**src/rtl/mem_arb_3p.sv**
```systemverilog
// Arbitrates two camera writers and one display reader onto a split memory command port.
// Optional build macro ARB_RD_PRIORITY_EN: an eligible reader always wins, writers round-robin.
module mem_arb_3p #(
  parameter int unsigned ADDR_W     = 24,
  parameter int unsigned DATA_W     = 32,
  parameter int unsigned MAX_RD_OUT = 4
) (
  input  logic              clk,
  input  logic              reset,
  input  logic              wr0_req,
  input  logic [ADDR_W-1:0] wr0_addr,
  input  logic [DATA_W-1:0] wr0_data,
  output logic              wr0_gnt,
  input  logic              wr1_req,
  input  logic [ADDR_W-1:0] wr1_addr,
  input  logic [DATA_W-1:0] wr1_data,
  output logic              wr1_gnt,
  input  logic              rd_req,
  input  logic [ADDR_W-1:0] rd_addr,
  output logic              rd_gnt,
  output logic [DATA_W-1:0] rd_data_out,
  output logic              rd_valid_out,
  output logic              mem_wr_en,
  output logic [ADDR_W-1:0] mem_wr_addr,
  output logic [DATA_W-1:0] mem_wr_data,
  input  logic              mem_wr_rdy,
  output logic              mem_rd_en,
  output logic [ADDR_W-1:0] mem_rd_addr,
  input  logic              mem_rd_rdy,
  input  logic              mem_rd_data_valid,
  input  logic [DATA_W-1:0] mem_rd_data,
  output logic              err
);

  localparam int unsigned CNT_W = 4;

  localparam logic [0:0] IDLE  = 1'b0;
  localparam logic [0:0] ISSUE = 1'b1;

  localparam logic [1:0] SRC_WR0 = 2'd0;
  localparam logic [1:0] SRC_WR1 = 2'd1;
  localparam logic [1:0] SRC_RD  = 2'd2;

  logic [0:0]        state, state_nxt;
  logic [1:0]        rr_ptr, rr_ptr_nxt;
  logic [CNT_W-1:0]  rd_cnt;
  logic [2:0]        elig;
  logic              win_vld;
  logic [1:0]        win;
  logic [1:0]        cand;
`ifndef ARB_RD_PRIORITY_EN
  logic [2:0]        slot;
`endif

  logic              wr0_gnt_nxt, wr1_gnt_nxt, rd_gnt_nxt;
  logic              wr_en_nxt, rd_en_nxt;
  logic [ADDR_W-1:0] wr_addr_nxt, rd_addr_nxt;
  logic [DATA_W-1:0] wr_data_nxt;

  assign elig = {rd_req & mem_rd_rdy & (rd_cnt < CNT_W'(MAX_RD_OUT)),
                 wr1_req & mem_wr_rdy,
                 wr0_req & mem_wr_rdy};

  // Winner pick: first eligible source scanning from the round-robin pointer
  always_comb begin
    win_vld = 1'b0;
    win     = SRC_WR0;
    cand    = SRC_WR0;
`ifdef ARB_RD_PRIORITY_EN
    if (elig[SRC_RD]) begin
      win_vld = 1'b1;
      win     = SRC_RD;
    end
    for (int unsigned k = 0; k < 2; k++) begin
      cand = {1'b0, rr_ptr[0] ^ k[0]};
      if (!win_vld && elig[cand]) begin
        win_vld = 1'b1;
        win     = cand;
      end
    end
`else
    slot = '0;
    for (int unsigned k = 0; k < 3; k++) begin
      slot = 3'(rr_ptr) + 3'(k);
      if (slot >= 3'd3) slot = slot - 3'd3;
      cand = slot[1:0];
      if (!win_vld && elig[cand]) begin
        win_vld = 1'b1;
        win     = cand;
      end
    end
`endif
  end

  // Next state and next registered outputs; addresses/data hold unless loaded
  always_comb begin
    state_nxt   = state;
    rr_ptr_nxt  = rr_ptr;
    wr0_gnt_nxt = 1'b0;
    wr1_gnt_nxt = 1'b0;
    rd_gnt_nxt  = 1'b0;
    wr_en_nxt   = 1'b0;
    rd_en_nxt   = 1'b0;
    wr_addr_nxt = mem_wr_addr;
    wr_data_nxt = mem_wr_data;
    rd_addr_nxt = mem_rd_addr;
    case (state)
      IDLE: begin
        if (win_vld) begin
          state_nxt = ISSUE;
`ifdef ARB_RD_PRIORITY_EN
          if (win != SRC_RD) rr_ptr_nxt = {1'b0, ~win[0]};
`else
          rr_ptr_nxt = (win == SRC_RD) ? SRC_WR0 : win + 2'd1;
`endif
          case (win)
            SRC_WR0: begin
              wr0_gnt_nxt = 1'b1;
              wr_en_nxt   = 1'b1;
              wr_addr_nxt = wr0_addr;
              wr_data_nxt = wr0_data;
            end
            SRC_WR1: begin
              wr1_gnt_nxt = 1'b1;
              wr_en_nxt   = 1'b1;
              wr_addr_nxt = wr1_addr;
              wr_data_nxt = wr1_data;
            end
            default: begin
              rd_gnt_nxt  = 1'b1;
              rd_en_nxt   = 1'b1;
              rd_addr_nxt = rd_addr;
            end
          endcase
        end
      end
      ISSUE:   state_nxt = IDLE;
      default: state_nxt = IDLE;
    endcase
  end

  always_ff @(posedge clk) begin
    if (reset) begin
      state       <= IDLE;
      rr_ptr      <= SRC_WR0;
      wr0_gnt     <= 1'b0;
      wr1_gnt     <= 1'b0;
      rd_gnt      <= 1'b0;
      mem_wr_en   <= 1'b0;
      mem_rd_en   <= 1'b0;
      mem_wr_addr <= '0;
      mem_wr_data <= '0;
      mem_rd_addr <= '0;
    end else begin
      state       <= state_nxt;
      rr_ptr      <= rr_ptr_nxt;
      wr0_gnt     <= wr0_gnt_nxt;
      wr1_gnt     <= wr1_gnt_nxt;
      rd_gnt      <= rd_gnt_nxt;
      mem_wr_en   <= wr_en_nxt;
      mem_rd_en   <= rd_en_nxt;
      mem_wr_addr <= wr_addr_nxt;
      mem_wr_data <= wr_data_nxt;
      mem_rd_addr <= rd_addr_nxt;
    end
  end

  // Outstanding reads; a return with nothing outstanding is a sticky protocol error
  always_ff @(posedge clk) begin
    if (reset) begin
      rd_cnt <= '0;
      err    <= 1'b0;
    end else if (mem_rd_en && !mem_rd_data_valid) begin
      rd_cnt <= rd_cnt + CNT_W'(1);
    end else if (!mem_rd_en && mem_rd_data_valid) begin
      if (rd_cnt == '0) err    <= 1'b1;
      else              rd_cnt <= rd_cnt - CNT_W'(1);
    end
  end

  always_ff @(posedge clk) begin
    if (reset) begin
      rd_valid_out <= 1'b0;
      rd_data_out  <= '0;
    end else begin
      rd_valid_out <= mem_rd_data_valid;
      rd_data_out  <= mem_rd_data;
    end
  end

endmodule
```
**config.mk**
```make
export PLATFORM = sky130hd
export DESIGN_NAME = mem_arb_3p
export DESIGN_NICKNAME = d
export VERILOG_FILES = /design/src/rtl/mem_arb_3p.sv
export SDC_FILE = /design/constraint.sdc
export NUM_CORES = 1
export LEC_CHECK = 0
export ABC_AREA = 1
export BUFFER_PORTS_ARGS = -buffer_cell sky130_fd_sc_hd__buf_2
export CELL_PAD_IN_SITES_DETAIL_PLACEMENT = 0
export CELL_PAD_IN_SITES_GLOBAL_PLACEMENT = 2
export CORE_ASPECT_RATIO = 1.2
export CORE_MARGIN = 1.5
export CORE_UTILIZATION = 22
export CTS_BUF_LIST = sky130_fd_sc_hd__clkbuf_16
export CTS_CLUSTER_SIZE = 10
export DETAILED_ROUTE_END_ITERATION = 12
export PLACE_DENSITY_LB_ADDON = 0.15
export SLEW_MARGIN = 15
export SYNTH_ARGS = -nofsm -noshare
export SYNTH_HDL_FRONTEND = slang
export SYNTH_SLANG_ARGS = --single-unit
```
**constraint.sdc**
```tcl
create_clock -name clk -period 2.1 [get_ports clk]
set_input_delay 0 -clock clk [delete_from_list [all_inputs] [get_ports clk]]
set_output_delay 0 -clock clk [all_outputs]
set_load 0.005 [all_outputs]
```
==> impl_metrics.py <==
metrics = {
    "run_status": {
        "run_status": "completed",
    },
    "setup_path": {
        "path_delay_family": "buffers and inverters",
        "crit_path_end_kind": "flip-flop",
        "cp-start-kind": "flip-flop",
        "crit_type": "reg2reg",
        "cp_common_cell": "nor2_4",
        "crit_chain": "inv_4, ha_4, nor2_4, o211ai_1, buf_4, o21ai_4, buf_6, nor2_4, clkbuf_16, nor2_2, nor2_1",
        "critical_path_buf_inv_count": 4,
        "cp-startpoint": "rr_ptr[0]",
        "cp.required_ns": 2.46,
        "critPathSlowestCell": "dfxtp_4",
        "arrival_ns": 2.35,
        "max_stage_delay_ns": 0.37,
        "cp_max_fo": 8,
        "regToRegStartpoint": "rr_ptr[0]",
    },
    "final_layout": {
        "fin_util": 0.401,
        "instances_no_fill": 1731,
        "seq_area_um2": 2510,
        "syn_to_final_growth_pct": 79.5,
        "drive_above_1_share": 0.289,
        "design_area_um2": 10500,
        "multi_input_area_um2": 2680,
        "layout.nets": 1567,
        "fillers": 2883,
        "antennaDiodeCount": 0,
    },
    "placement": {
        "io_buffers": 294,
        "dp_hpwl_mm": 14.4,
        "placed_area_um2": 7730,
        "place.gp.congestion": 0.709,
        "place_inst": 1512,
    },
    "detailed_routing": {
        "drt_iter0_drc": 201,
        "drc": 0,
        "totalWireLength_mm": 23.2,
        "drtPass1Iterations": 4,
        "wl_per_cell_um": 13.4,
        "via_per_inst": 3.99,
        "dr_total_vias": 6914,
        "postRouteAntennaNets": 0,
    },
    "sta": {
        "tightestPinTransition_ns": 0.774,
        "grt_setup_unrepaired": "true",
        "slew_headroom": 0.484,
        "setup_viol": 0,
        "drv_slew": 0,
        "finClkSkew_ns": 0.0111,
        "hold_violations": 0,
        "fmax_mhz": 500,
        "fin_crit_sh": 0.952,
        "fin_crit_ns": 2.00,
    },
    "clock_network": {
        "cts_inserted_buffers": 17,
        "cts_buffer_depth": 2,
        "cts_tree": "built",
        "clk_latency_ns": 0.42,
        "htree_levels": 4,
        "cts_root_buffer": "clkbuf_16",
        "clkSinkCount": 125,
        "clk_pin_slew_worst_paths_ns": 0.05,
    },
    "floorplan": {
        "die_h_um": 182,
        "ios": 295,
        "core_um2": 26200,
        "fp-row-count": 65,
        "floorplan.die_area_um2": 27600,
        "dieWidth_um": 152,
        "initial_core_util": 0.223,
    },
    "synthesis": {
        "synth_ff_type": "dfxtp_1",
        "yosys_warnings": 0,
        "synth_edf_count": 0,
        "syn_area_per_cell_um2": 6.41,
        "yosysTopAreaCell": "dfxtp_1",
        "synth.top_cell.area_share": 0.428,
        "synthesis.area_um2": 5850,
        "synth_fp_nets": 1095,
        "synth_area_leaders": "dfxtp_1 43%, nor2_1 15%, nand2_1 14%, inv_1 8.4%, nand3_1 7.7%",
        "synth-seq-cells": 125,
        "seq_area_frac_synth": 0.428,
        "ys_types": 25,
        "netlist_top_cells_count": "233 x nor2_1, 212 x nand2_1, 131 x inv_1",
        "syn_inst": 912,
        "ys_async_sr_fraction": 0,
        "yosysMostFrequentCell": "nor2_1",
    },
    "power": {
        "leakagePower_nw": 5.57,
        "p_total_mw": 13.5,
        "irDropWorstVdd_mv": 0.488,
        "power_density_nw_per_um2": 1280,
    },
    "hold_path": {
        "holdCritStartpoint": "mem_rd_data[5]",
        "min_path_type": "in2reg",
    },
    "run": {
        "cap_violations": 0,
    },
    "grt": {
        "grt_pass1_wl_mm": 34.7,
        "grt_pass1_vias": 6827,
        "antenna_found_initial": 0,
        "grt_overflow_total": 0,
        "grt_use_total": 0.157,
        "grt_max_degree": 66,
    },
}
==> registers in the layout, summed over array words and instances, names as in the netlist <==
signal and flops:
rr_ptr 2, mem_rd_en 1, rd_data_out 32, mem_rd_addr 24, wr0_gnt 1, wr1_gnt 1, err 1, mem_wr_en 1
rd_valid_out 1, rd_cnt 4, mem_wr_data 32, state 1, mem_wr_addr 24
==> placed cells by master, fill, tap and decap left out, types with 3 or more instances in the layout <==
| master | count |
|---|---|
| buf_2 | 294 |
| nor2_1 | 224 |
| nand2_1 | 209 |
| dlygate4sd3_1 | 170 |
| inv_1 | 130 |
| dfxtp_1 | 123 |
| nand3_1 | 88 |
| a21oi_1 | 31 |
| clkbuf_16 | 26 |
| buf_4 | 19 |
| nor2_2 | 10 |
| buf_12 | 8 |
| nand3_2 | 5 |
| buf_6 | 5 |
| inv_2 | 4 |
| nor2_4 | 4 |
| o21ai_0 | 4 |
| ha_1 | 4 |
| bufinv_16 | 4 |
| nand2_4 | 3 |
| nand2_2 | 3 |
| clkinv_2 | 3 |
==> layout make-up <==
| class | count | area share |
|---|---|---|
| timing repair buffer | 506 | 0.360 |
| multi-input combinational | 600 | 0.255 |
| clock inverter | 14 | 0.0171 |
| inverter | 134 | 0.0484 |
| sequential | 125 | 0.239 |
| tap | 335 | 0.0399 |
| clock buffer | 17 | 0.0405 |
==> stage by stage <==
stage	worst slack [ns]	hold slack (ns)	setup TNS, ns
2_1_floorplan	0.219	0.107	0
3_3_place_gp	-0.0400	0.200	-0.477
3_5_place_dp	-0.0203	0.205	-0.0302
4_1_cts	0.00175	0.289	0
5_1_grt	-0.0225	0.300	-0.287
6_report	0.101	0.315	0
==> metal layers <==
layer	wire length, um	track usage
met5	0	0
met4	504	0.0602
met3	1200	0.0468
met2	11400	0.274
met1	10000	0.181
==> worst register-to-register path, stage by stage, from the launching register on <==
cell and delay [ns]:
dfxtp_4 0.37, inv_4 0.04, ha_4 0.29, nor2_4 0.04
o211ai_1 0.26, buf_4 0.18, o21ai_4 0.05, buf_6 0.12
nor2_4 0.24, clkbuf_16 0.23, nor2_2 0.04, nor2_1 0.08
==> final timing paths <==
| path | endpoint | slack (ns) | cells past startpoint |
|---|---|---|---|
| worst max-delay path | mem_wr_data[23] | 0.10 | 11 |
| worst min-delay path | rd_data_out[5] | 0.32 | 4 |
| worst max register to register | mem_wr_data[23] | 0.10 | 11 |
| worst min register to register | err | 0.45 | 2 |
==> timing repair <==
item | in CTS | in global routing
endpoints found under the hold margin | 115 | 0
buffers inserted | 0 | 7
setup endpoints to repair | 11 | 85
hold buffers | 170 | 0
cloned | 0 | 11
pin swaps | 0 | 22
resized for setup | 2 | 39
==> logic make-up (layout without fill, tap and decap cells) <==
family	count (synthesis)	count (layout)	share of synthesized area
xor+xnor	1	1	0.00150
buf+inv	187	671	0.136
fa+ha+maj	7	7	0.0163
compound gates	40	40	0.0360
flops	125	125	0.428
simple gates	552	552	0.382
==> report_power, final <==
part,switching [mW],internal (mW)
clock,1.10,1.96
combinational,3.79,3.15
sequential,0.338,3.11
Power figures use the tool's default switching activity.
